==> config.mk <==
export PLATFORM = sky130hd
export DESIGN_NAME = rv_mem_arbiter
export DESIGN_NICKNAME = d
export VERILOG_FILES = /design/src/rtl/rv_mem_pkg.sv /design/src/rtl/rv_rr_arb2.sv /design/src/rtl/rv_mem_arbiter.sv
export SDC_FILE = /design/constraint.sdc
export NUM_CORES = 1
export LEC_CHECK = 0
export CAP_MARGIN = 25
export CORE_MARGIN = 4
export CORE_UTILIZATION = 29
export CTS_BUF_LIST = sky130_fd_sc_hd__clkbuf_4 sky130_fd_sc_hd__clkbuf_8
export CTS_CLUSTER_DIAMETER = 30
export DETAILED_ROUTE_END_ITERATION = 12
export DONT_BUFFER_PORTS = 1
export HOLD_SLACK_MARGIN = 0.02
export SLEW_MARGIN = 10
export SYNTH_ARGS = -nofsm -noshare
export SYNTH_HDL_FRONTEND = slang
export SYNTH_SLANG_ARGS = --single-unit
export TNS_END_PERCENT = 50
==> constraint.sdc <==
create_clock -name clk -period 2.25 [get_ports clk]
set_input_delay 0.3375 -clock clk [delete_from_list [all_inputs] [get_ports clk]]
set_output_delay 0.3375 -clock clk [all_outputs]
set_load 0.1 [all_outputs]
==> src/rtl/rv_mem_pkg.sv <==
// Shared types and default constants for the unified-memory arbiter.
//   state_e : arbiter FSM states (IDLE -> ACC -> ACK -> IDLE)
//   grant_e : which requester owns the current access
//   DEF_DONE_ADDR / DEF_DONE_DATA : default completion-write signature
package rv_mem_pkg;

  typedef enum logic [1:0] {
    IDLE = 2'd0,
    ACC  = 2'd1,
    ACK  = 2'd2
  } state_e;

  typedef enum logic {
    GNT_IF = 1'b0,
    GNT_D  = 1'b1
  } grant_e;

  localparam logic [31:0] DEF_DONE_ADDR = 32'h0000_FFFF;
  localparam logic [31:0] DEF_DONE_DATA = 32'h0000_DEAD;

endpackage

==> src/rtl/rv_rr_arb2.sv <==
// Two-input round-robin arbiter.
//   clk      : clock
//   rst      : synchronous active-low reset (last grant returns to GNT_D)
//   req_if_i : fetch port request
//   req_d_i  : data port request
//   upd_i    : strobe; records gnt_o as the last grant
//   gnt_o    : combinational winner for the current requests
module rv_rr_arb2
  import rv_mem_pkg::*;
(
  input  logic   clk,
  input  logic   rst,
  input  logic   req_if_i,
  input  logic   req_d_i,
  input  logic   upd_i,
  output grant_e gnt_o
);

  grant_e last_q;

  always_ff @(posedge clk) begin
    if (!rst) begin
      last_q <= GNT_D;
    end else if (upd_i) begin
      last_q <= gnt_o;
    end
  end

  // On a tie the port that was not served last wins.
  always_comb begin
    gnt_o = GNT_IF;
    if (req_if_i && req_d_i) begin
      gnt_o = (last_q == GNT_D) ? GNT_IF : GNT_D;
    end else if (req_d_i) begin
      gnt_o = GNT_D;
    end
  end

endmodule

==> src/rtl/rv_mem_arbiter.sv <==
// Arbitrates the core's fetch and data ports onto one single-port,
// synchronous-read memory, and traps the completion write.
//   clk, rst            : clock, synchronous active-low reset
//   if_req/if_addr      : fetch request and byte address
//   if_rdata/if_ack     : fetch data (valid with ack) and one-cycle ack
//   d_req/d_we/d_addr/d_wdata : data request, direction, address, write value
//   d_rdata/d_ack       : data read value (valid with ack) and one-cycle ack
//   mem_addr/mem_we/mem_wdata : word address, write enable, write data
//   mem_rdata           : memory read data, one cycle after the address
//   done                : sticky flag, set by the completion write
module rv_mem_arbiter
  import rv_mem_pkg::*;
#(
  parameter int                 DPWIDTH     = 32,
  parameter int                 LOGMEM_SIZE = 10,
  parameter logic [DPWIDTH-1:0] DONE_ADDR   = DPWIDTH'(DEF_DONE_ADDR),
  parameter logic [DPWIDTH-1:0] DONE_DATA   = DPWIDTH'(DEF_DONE_DATA)
) (
  input  logic                   clk,
  input  logic                   rst,
  input  logic                   if_req,
  input  logic [DPWIDTH-1:0]     if_addr,
  output logic [DPWIDTH-1:0]     if_rdata,
  output logic                   if_ack,
  input  logic                   d_req,
  input  logic                   d_we,
  input  logic [DPWIDTH-1:0]     d_addr,
  input  logic [DPWIDTH-1:0]     d_wdata,
  output logic [DPWIDTH-1:0]     d_rdata,
  output logic                   d_ack,
  output logic [LOGMEM_SIZE-1:0] mem_addr,
  output logic                   mem_we,
  output logic [DPWIDTH-1:0]     mem_wdata,
  input  logic [DPWIDTH-1:0]     mem_rdata,
  output logic                   done
);

  state_e                 state_q, state_d;
  grant_e                 gnt, gnt_q;
  logic                   we_q, hit_q, done_q;
  logic [LOGMEM_SIZE-1:0] addr_q;
  logic [DPWIDTH-1:0]     wdata_q;
  logic [DPWIDTH-1:0]     if_rdata_q, d_rdata_q;
  logic                   any_req, grant_upd;

  // Fetch addresses only use the word-index bits; the rest wrap away.
  logic unused_if_addr_bits;
  assign unused_if_addr_bits = ^{if_addr[DPWIDTH-1:LOGMEM_SIZE+2], if_addr[1:0]};

  assign any_req   = if_req | d_req;
  assign grant_upd = (state_q == IDLE) && any_req;
  assign done      = done_q;

  rv_rr_arb2 u_arb (
    .clk      (clk),
    .rst      (rst),
    .req_if_i (if_req),
    .req_d_i  (d_req),
    .upd_i    (grant_upd),
    .gnt_o    (gnt)
  );

  always_ff @(posedge clk) begin
    if (!rst) begin
      state_q <= IDLE;
    end else begin
      state_q <= state_d;
    end
  end

  always_comb begin
    state_d = state_q;
    case (state_q)
      IDLE:    if (any_req) state_d = ACC;
      ACC:     state_d = ACK;
      ACK:     state_d = IDLE;
      default: state_d = IDLE;
    endcase
  end

  // Request capture on the IDLE->ACC edge; later input changes are ignored.
  always_ff @(posedge clk) begin
    if (!rst) begin
      gnt_q <= GNT_D;
      we_q  <= 1'b0;
      hit_q <= 1'b0;
    end else if (grant_upd) begin
      gnt_q <= gnt;
      if (gnt == GNT_D) begin
        we_q  <= d_we;
        hit_q <= d_we && (d_addr == DONE_ADDR) && (d_wdata == DONE_DATA);
      end else begin
        we_q  <= 1'b0;
        hit_q <= 1'b0;
      end
    end
  end

  always_ff @(posedge clk) begin
    if (grant_upd) begin
      if (gnt == GNT_D) begin
        addr_q  <= d_addr[LOGMEM_SIZE+1:2];
        wdata_q <= d_wdata;
      end else begin
        addr_q  <= if_addr[LOGMEM_SIZE+1:2];
        wdata_q <= '0;
      end
    end
  end

  // Completion flag and per-port held read data.
  always_ff @(posedge clk) begin
    if (!rst) begin
      done_q     <= 1'b0;
      if_rdata_q <= '0;
      d_rdata_q  <= '0;
    end else begin
      if (state_q == ACC && hit_q) done_q <= 1'b1;
      if (state_q == ACK) begin
        if (gnt_q == GNT_IF)  if_rdata_q <= mem_rdata;
        else if (!we_q)       d_rdata_q  <= mem_rdata;
      end
    end
  end

  // Outputs are qualified with rst so an access caught by reset neither
  // writes memory nor acknowledges in the reset cycle.
  always_comb begin
    mem_addr  = '0;
    mem_we    = 1'b0;
    mem_wdata = '0;
    if_ack    = 1'b0;
    d_ack     = 1'b0;
    if_rdata  = if_rdata_q;
    d_rdata   = d_rdata_q;
    if (rst) begin
      case (state_q)
        ACC: begin
          mem_addr  = addr_q;
          mem_wdata = wdata_q;
          mem_we    = we_q & ~hit_q;
        end
        ACK: begin
          if (gnt_q == GNT_IF) begin
            if_ack   = 1'b1;
            if_rdata = mem_rdata;
          end else begin
            d_ack = 1'b1;
            if (!we_q) d_rdata = mem_rdata;
          end
        end
        default: ;
      endcase
    end
  end

endmodule

==> run summary, run 1 <==
The flow ran to the end, but the final reports show violations. The final reports fail on setup timing. The worst register-to-register path begins at state_q[1]$_SDFFE_PN0P_. Dividing total power by cell area gives a power density of about 560 mW/mm^2.

The total overflow left after global routing is 0. The die area came out at 0.0203 mm^2. The sum of routed wire length over all layers came out at 16,300 um. Across the run, the number of max-cap violations was 0. The post-route setup TNS came out at -4480 ps.

The standard cell core area came out at 0.0175 mm^2. The minimum hold slack is 80.8 ps. The worst-margin pin slew is 758 ps.

The path type of the worst setup path is flop to output port. The worst register-to-register path ends at addr_q[0]$_DFFE_PP_. The total placed cells including tap cells came out at 852. For this run, the post-layout net count is 779. The average size of a mapped cell is approximately 9.7 um^2. The share of final-layout standard cells stronger than drive strength 1 came out at 0.338. The biggest area contributor in the post-synthesis netlist is sky130_fd_sc_hd__dfxtp_1. The all-layer global routing usage is 0.158. The count of inserted antenna diode cells came out at 0.

After clock tree synthesis, the clock-pin slew on the worst setup and hold paths is 110 ps. The top-level I/O count is approximately 240. Setup violations remaining at the end of the flow were counted as 63. The per-cell via count in the routed design came out at 4.95. The maximum number of pins on one net before global-route repair came out at 69. The worst-skew pair later-pin latency came out at approximately 380 ps. The violation count after the first detailed-routing iteration is 214. The share of the yosys chip area belonging to registers is 0.508. The post-synthesis cell area came out at 0.00525 mm^2. The root cell of the clock tree is sky130_fd_sc_hd__clkbuf_8.

The element type at the critical path start is a flop. Leaving out fill and tap cells, the most frequent cell in the layout is sky130_fd_sc_hd__nand2_1. STA classifies the critical path endpoint as an output port.

The finished layout holds 876 standard cells, fillers aside. The count of nets left with antenna violations once routing finished came out at 0. The reported leakage power is 3.02 nW. The number of search-and-repair iterations in the first detailed-routing pass is 4. The critical-path maximum fanout came out at 10. The horizontal die dimension is between 100 and 150 um.

The worst setup path endpoint is if_rdata[0]. The post-route core utilization came out at 0.466. After synthesis, the cell types taking the most area are sky130_fd_sc_hd__dfxtp_1 27%, sky130_fd_sc_hd__edfxtp_1 24%, sky130_fd_sc_hd__mux2_1 15%.

Counting flops and latches in the post-synthesis netlist gives 112. The largest buffer count on any clock path is 2. The path category of the worst min-delay check is input pin to flop.

The number of antenna violations at the first check in global routing came out at 0. The area used by sequential logic in the layout came out at 0.00267 mm^2. The H-tree depth reported by CTS came out at 3.

In the layout the commonest cells are 132 x sky130_fd_sc_hd__nand2_1, 115 x sky130_fd_sc_hd__buf_12, 72 x sky130_fd_sc_hd__and2_1. The most frequently used flop master after synthesis is sky130_fd_sc_hd__dfxtp_1. The congestion estimate from routability-driven global placement came to 0.762.

Relative to the synthesized area, the layout overhead comes to 55.7%. The final standard cell area without fillers is between 0.008 and 0.009 mm^2. The detailed-route wire length per cell came out at between 15 and 20 um.

Detailed placement finished with a half-perimeter wire length of 11,700 um. The final critical-path required period came out at 2380 ps. The global-route wire length before repair came out at 25,200 um.

The worst-case headroom to the max-slew limit came out at 0.495. Derived from the worst setup path, the maximum achievable clock frequency is approximately 420 MHz. The final worst setup slack is -129 ps. The post-synthesis cell type count came out at 36. Across the routed clock network, the largest skew measured is 12.9 ps. Of the post-synthesis cell area, the dominant cell type holds 0.267. The worst IR drop on VDD is approximately 0.00029 V. For flop-to-flop paths, the worst setup slack is 520 ps. The die outline height came out at roughly 140 um. The share of the clock period used by the worst path is 1.06. The starting density of the core is 0.299.

The number of I/O port buffers is 0. The async set-or-reset flop fraction in the synthesized netlist came out at 0. The number of clock sinks came out at 112.

At the worst endpoint, the required time is 1910 ps. The number of vias after detailed routing came out at 4,338. The number of enable-type register cells in the synthesized netlist is 42. The placement-stage cell area is 0.00772 mm^2.

The critical path data arrival time came out at 2040 ps. The number of cells on the worst reg-to-reg path is 5. The number of warning messages in the yosys log is 0. The synthesized instance count is 538. The post-synthesis net count came out at 671.

The number of global-route vias before repair came out at 4,575. The initialized floorplan defines 48 standard-cell rows. The final number of hold-violating endpoints came out at 0. For this run, design rule violations remaining after detail routing come to 0. Counting the fill cells in the layout gives ~1,600. The timing startpoint of the critical path is u_arb.last_q$_SDFFE_PN1P_. Setup repair after global routing could not meet its margin everywhere. The CTS tree is built. The multi-input combinational cell area is 0.00256 mm^2. The number of clock buffers inserted by TritonCTS came out at 9. The count of pins over their slew limit came out at 0.
Yosys cell counts, drive strengths merged (2+ instances only):
cell type    n
nand2      133
mux2        74
and2        73
dfxtp       70
a21oi       65
edfxtp      42
clkbuf      29
nor2         8
buf          7
nand4        6
nor4         5
inv          4
nor4b        3
nor3         2
nor4bb       2
or4          2
worst max-delay path, stage by stage, from the launching register on:
cell                      delay, ps
sky130_fd_sc_hd__dfxtp_2        360
sky130_fd_sc_hd__or3_4          400
sky130_fd_sc_hd__nor2_4         110
sky130_fd_sc_hd__buf_12         130
sky130_fd_sc_hd__buf_12         140
sky130_fd_sc_hd__mux2_4         330
sky130_fd_sc_hd__buf_12         170
worst min-delay path by stage:
stage,from,end,slack (ps),cells after the start
after floorplan,rst,u_arb.last_q$_SDFFE_PN1P_,400,1
after global placement,rst,u_arb.last_q$_SDFFE_PN1P_,400,1
after detailed placement,rst,u_arb.last_q$_SDFFE_PN1P_,420,1
after CTS,mem_rdata[0],if_rdata_q[0]$_SDFF_PN0_,50,2
after global routing,mem_rdata[18],if_rdata_q[18]$_SDFF_PN0_,40,2
final,mem_rdata[22],if_rdata_q[22]$_SDFF_PN0_,80,2
state kept, by name, indices dropped and copies added, names as in the netlist:
name          count
d_rdata_q        32
if_rdata_q       32
done              1
wdata_q          32
u_arb.last_q      1
we_q              1
state_q           2
addr_q           10
hit_q             1
report_power, final:
group	leakage, nW	internal [W]	switching (W)
sequential	0.993	0.00224	0.0000352
clock	0.0952	0.000516	0.000700
combinational	1.94	0.000390	0.000737
final cells by class:
| type | count | area share |
|---|---|---|
| clock inverters | 7 | 0.00843 |
| repair buffers | 133 | 0.299 |
| flip-flops and latches | 112 | 0.327 |
| clock buffers | 9 | 0.0152 |
| inverters | 4 | 0.00184 |
| well taps | 225 | 0.0345 |
| multi-input cells | 386 | 0.314 |
what timing repair did:
item	CTS	global route
endpoints found under the setup margin	65	65
gates resized for setup	82	4
pin swaps	2	1
buffers inserted	6	1
gates cloned	2	0
hold buffers	1	0
endpoints found under the hold margin	1	0
cells by family after synthesis:
group                  share of synthesized area
and+or+nand+nor                            0.231
DFF                                        0.508
AOI/OAI and AO/OA                         0.0711
buffers and inverters                     0.0317
muxes                                      0.159
layer usage:
metal / track usage / routed length (um)
met5: 0 / 0
met4: 0.0600 / 405
met3: 0.0598 / 1370
met2: 0.260 / 8050
met1: 0.187 / 6460
metrics by stage:
stage / total power (W) / setup slack (ps)
final: 0.00461 / -129
after global routing: 0.00480 / -215
after CTS: 0.00468 / -256
after detailed placement: 0.00342 / 147
after global placement: 0.00340 / 172
after floorplan: 0.00302 / -83.0
No activity file was read; power rests on OpenSTA's default activity.
==> inputs of run 2 (changes only) <==
--- a/config.mk
+++ b/config.mk
@@ -17,4 +17,3 @@
 export SYNTH_ARGS = -nofsm -noshare
 export SYNTH_HDL_FRONTEND = slang
 export SYNTH_SLANG_ARGS = --single-unit
-export TNS_END_PERCENT = 50
==> run 2 against run 1 <==
  * Critical endpoint is now if_rdata[11]
  * The flow still finishes with violations (setup timing)
  * Final area grew 2.6%
  * Critical path depth grew 1
  * Routed wire length grew 3.6%
  * Largest cell class unchanged
==> run summary, run 2 (synthesized netlist as in run 1, its figures left out) <==
The combinational group share of total power came out at 0.248 (+0.004). The critical path data arrival time came to 2110 ps (+70 ps). The largest stage delay on the critical path came to 380 ps (-20 ps). The critical hold path startpoint is mem_rdata[12]. The flow ran to the end, but the final reports show violations. The total internal power was 0.00318 W (+1.2%). The relative area change from synthesis to final layout is 59.7%. The reg-to-reg endpoint is d_rdata_q[26]$_SDFF_PN0_.

The violation count after the first detailed-routing iteration is 191 (-11%). The number of endpoints failing setup at the final stage came to 66 (+4.8%). The per-cell via count in the routed design came out at 4.88 (-1.5%). The count of inserted antenna diode cells was 0 (unchanged). Setup repair after global routing could not meet its margin everywhere.

The number of global-route vias before repair came to 4,504 (-1.6%). The horizontal die dimension is 142 um (unchanged). The die area is 0.0203 mm^2 (unchanged). TritonCTS built the clock tree. The half-perimeter wire length of the detailed placement result is 11,400 um (-2.1%). The worst-case headroom to the max-slew limit is 0.496 (+0.000976).

The CTS clock-pin slew for the worst setup and hold paths came out at 110 ps (about the same). The number of maximum-capacitance constraint violations is 0 (unchanged). The standard cell core area came to 0.0175 mm^2 (unchanged). The worst hold path stage count is 2 (unchanged). The final worst setup slack was -200 ps (-70.8 ps).

The worst setup slack for register-to-register paths came out at 200 ps (-320 ps). The timing-limited maximum frequency is 408 MHz (-2.9%). The number of clock buffers inserted by TritonCTS is 9 (unchanged). The count of pins over their slew limit came to 0 (unchanged). The number of cell instances on the worst register-to-register path came to 12 (+7). The number of vias after detailed routing was 4,325 (-0.30%). The number of search-and-repair iterations in the first detailed-routing pass came out at 5 (+1). The largest buffer count on any clock path was 2 (unchanged). The number of rows created at floorplan came out at 48 (unchanged). The post-route core utilization came out at 0.478 (+0.0121). The number of antenna violations at the first check in global routing is 0 (unchanged). The library cell contributing the largest single delay on the critical path is sky130_fd_sc_hd__or3_4. The startpoint identified for the worst register-to-register timing path is u_arb.last_q$_SDFFE_PN1P_.

The post-route clock skew was 11.8 ps (-1.09 ps). The critical path goes through inv_2, or3_4, nor2_4, buf_12, clkbuf_16, mux2_4, buf_12. The global-route wire length before repair came out at 25,300 um (+0.44%). The worst-skew pair later-pin latency came out at 380 ps (about the same).

The residual antenna-violating net count after detailed routing came to 0 (unchanged). The sum of routed wire length over all layers is 16,900 um (+3.6%). The reported leakage power came out at 3.12 nW (+3.4%). The detailed-route wire length per cell is 19.0 um (+2.4%). The capturing element type of the critical path is an output port. The checks that failed: setup timing. The top-level I/O count came out at 243 (unchanged). In the layout the commonest cells are 132 x sky130_fd_sc_hd__nand2_1, 113 x sky130_fd_sc_hd__buf_12, 72 x sky130_fd_sc_hd__and2_1.

The fraction of power spent switching nets came out at 0.316 (-0.00309). The path with the worst hold slack has its endpoint at if_rdata_q[12]$_SDFF_PN0_. The fraction of power consumed by sequential logic is 0.488 (-0.004). The post-route setup TNS came out at -8690 ps (-4210 ps). The placer's final routability congestion estimate is 0.773 (+1.5%).

The worst-margin pin slew was 756 ps (-1.46 ps). The share of final-layout standard cells stronger than drive strength 1 is 0.364 (+0.0261). The count of unresolved DRC violations after routing came out at 0 (unchanged).

The worst IR drop on VDD was 0.000317 V (+7.8%). The final critical-path required period came to 2450 ps (+70.8 ps). The required arrival time at the worst endpoint is 1910 ps (about the same).

The number of I/O port buffers is 0 (unchanged). The path type of the worst setup path is flop to output port. The final number of hold-violating endpoints came out at 0 (unchanged). The fill cell total of the finished layout came to 1,535 (-2.7%). The cell repeated most along the worst path is sky130_fd_sc_hd__buf_12. Clock tree synthesis selected as its root buffer the cell sky130_fd_sc_hd__clkbuf_8. The path category of the worst min-delay check is input pin to flop. The critical-path maximum fanout came out at 8 (-2). The worst slack at placement was 130 ps (-17.3 ps). The share of the clock period used by the worst path is 1.09 (+0.0315).

The all-layer global routing usage is 0.160 (+0.00234). The switching power total is 0.00147 W (-0.20%). The net total in the final layout came out at 790 (+1.4%). STA classifies the critical path startpoint as a flop. The number of clock sinks is 112 (unchanged).

The die outline height came out at 142 um (unchanged). The clock power share was 0.265 (about the same). The total grt overflow came out at 0 (unchanged). The library cell used most frequently in the layout, excluding fill and tap cells, is sky130_fd_sc_hd__nand2_1.

The maximum number of pins on one net before global-route repair is 69 (unchanged). The minimum hold slack is 81.6 ps (+0.779 ps). The H-tree depth reported by CTS came out at 3 (unchanged). The starting density of the core came to 0.299 (unchanged). The power density over cell area came out at 555 mW/mm^2 (-1.8%).

In the final layout, the registers with the most flip-flops are d_rdata_q: 32 flops, if_rdata_q: 32 flops, wdata_q: 32 flops.
run 2: cell types whose count changed in the layout (fill, tap and decap cells not counted), sizes merged:
| cell | change |
|---|---|
| clkbuf | +4 |
| clkinvlp | +1 |
| clkinv | -2 |
| buf | +8 |
run 2: per-stage QoR:
stage / cell area, um^2 / power, W / std cells
finish: 8380 / 0.00465 / 887
global route: 8380 / 0.00483 / 887
CTS: 8230 / 0.00470 / 883
detailed placement: 7690 / 0.00341 / 851
global placement: 7690 / 0.00339 / 851
floorplan: 5250 / 0.00302 / 538
run 2: area by class of cell:
cell class              instances  area [um^2]  share of cell area
flip-flops and latches        112         2670               0.318
multi-input cells             386         2570               0.307
clock buffers                  10          131              0.0157
clock inverters                 6         66.3             0.00792
repair buffers                144         2640               0.315
well taps                     225          282              0.0336
inverters                       4         15.0             0.00179
run 2: worst max-delay path by stage:
stage / cells after the start / end / slack (ps) / from
after CTS: 7 / if_rdata[26] / -270 / state_q[1]$_SDFFE_PN0P_
after global routing: 7 / if_rdata[11] / -270 / state_q[1]$_SDFFE_PN0P_
after global placement: 6 / if_rdata[8] / 170 / state_q[1]$_SDFFE_PN0P_
final: 7 / if_rdata[11] / -200 / state_q[1]$_SDFFE_PN0P_
after detailed placement: 6 / if_rdata[19] / 130 / state_q[1]$_SDFFE_PN0P_
after floorplan: 6 / if_rdata[22] / -80 / state_q[1]$_SDFFE_PN0P_
run 2: critical path, delay by kind of cell, from the launching register on:
kind	cells	cell delay, ps
buf+inv	4	540
simple gates	2	520
flops	1	350
mux	1	330
run 2: power groups by stage:
stage | clock network [W] | registers (W) | logic [W]
after floorplan | 0 | 0.00231 | 0.000712
after global routing | 0.00135 | 0.00228 | 0.00120
after global placement | 0 | 0.00231 | 0.00108
final | 0.00123 | 0.00227 | 0.00115
after CTS | 0.00128 | 0.00227 | 0.00115
after detailed placement | 0 | 0.00231 | 0.00110
run 2: routing by layer:
metal | vias up | global-route usage | share of wire
met5 | - | 0 | 0
met4 | 0 | 0.0575 | 0.021
met3 | 24 | 0.0598 | 0.086
met2 | 169 | 0.263 | 0.49
met1 | 2066 | 0.193 | 0.40
li1 | 2066 | - | -
run 2: timing repair:
action,4_1_cts,5_1_grt
pin swaps,3,2
gates cloned,4,4
endpoints found under the setup margin,65,66
hold endpoints to repair,1,0
buffers inserted,11,0
resized for setup,75,15
hold buffers,1,0
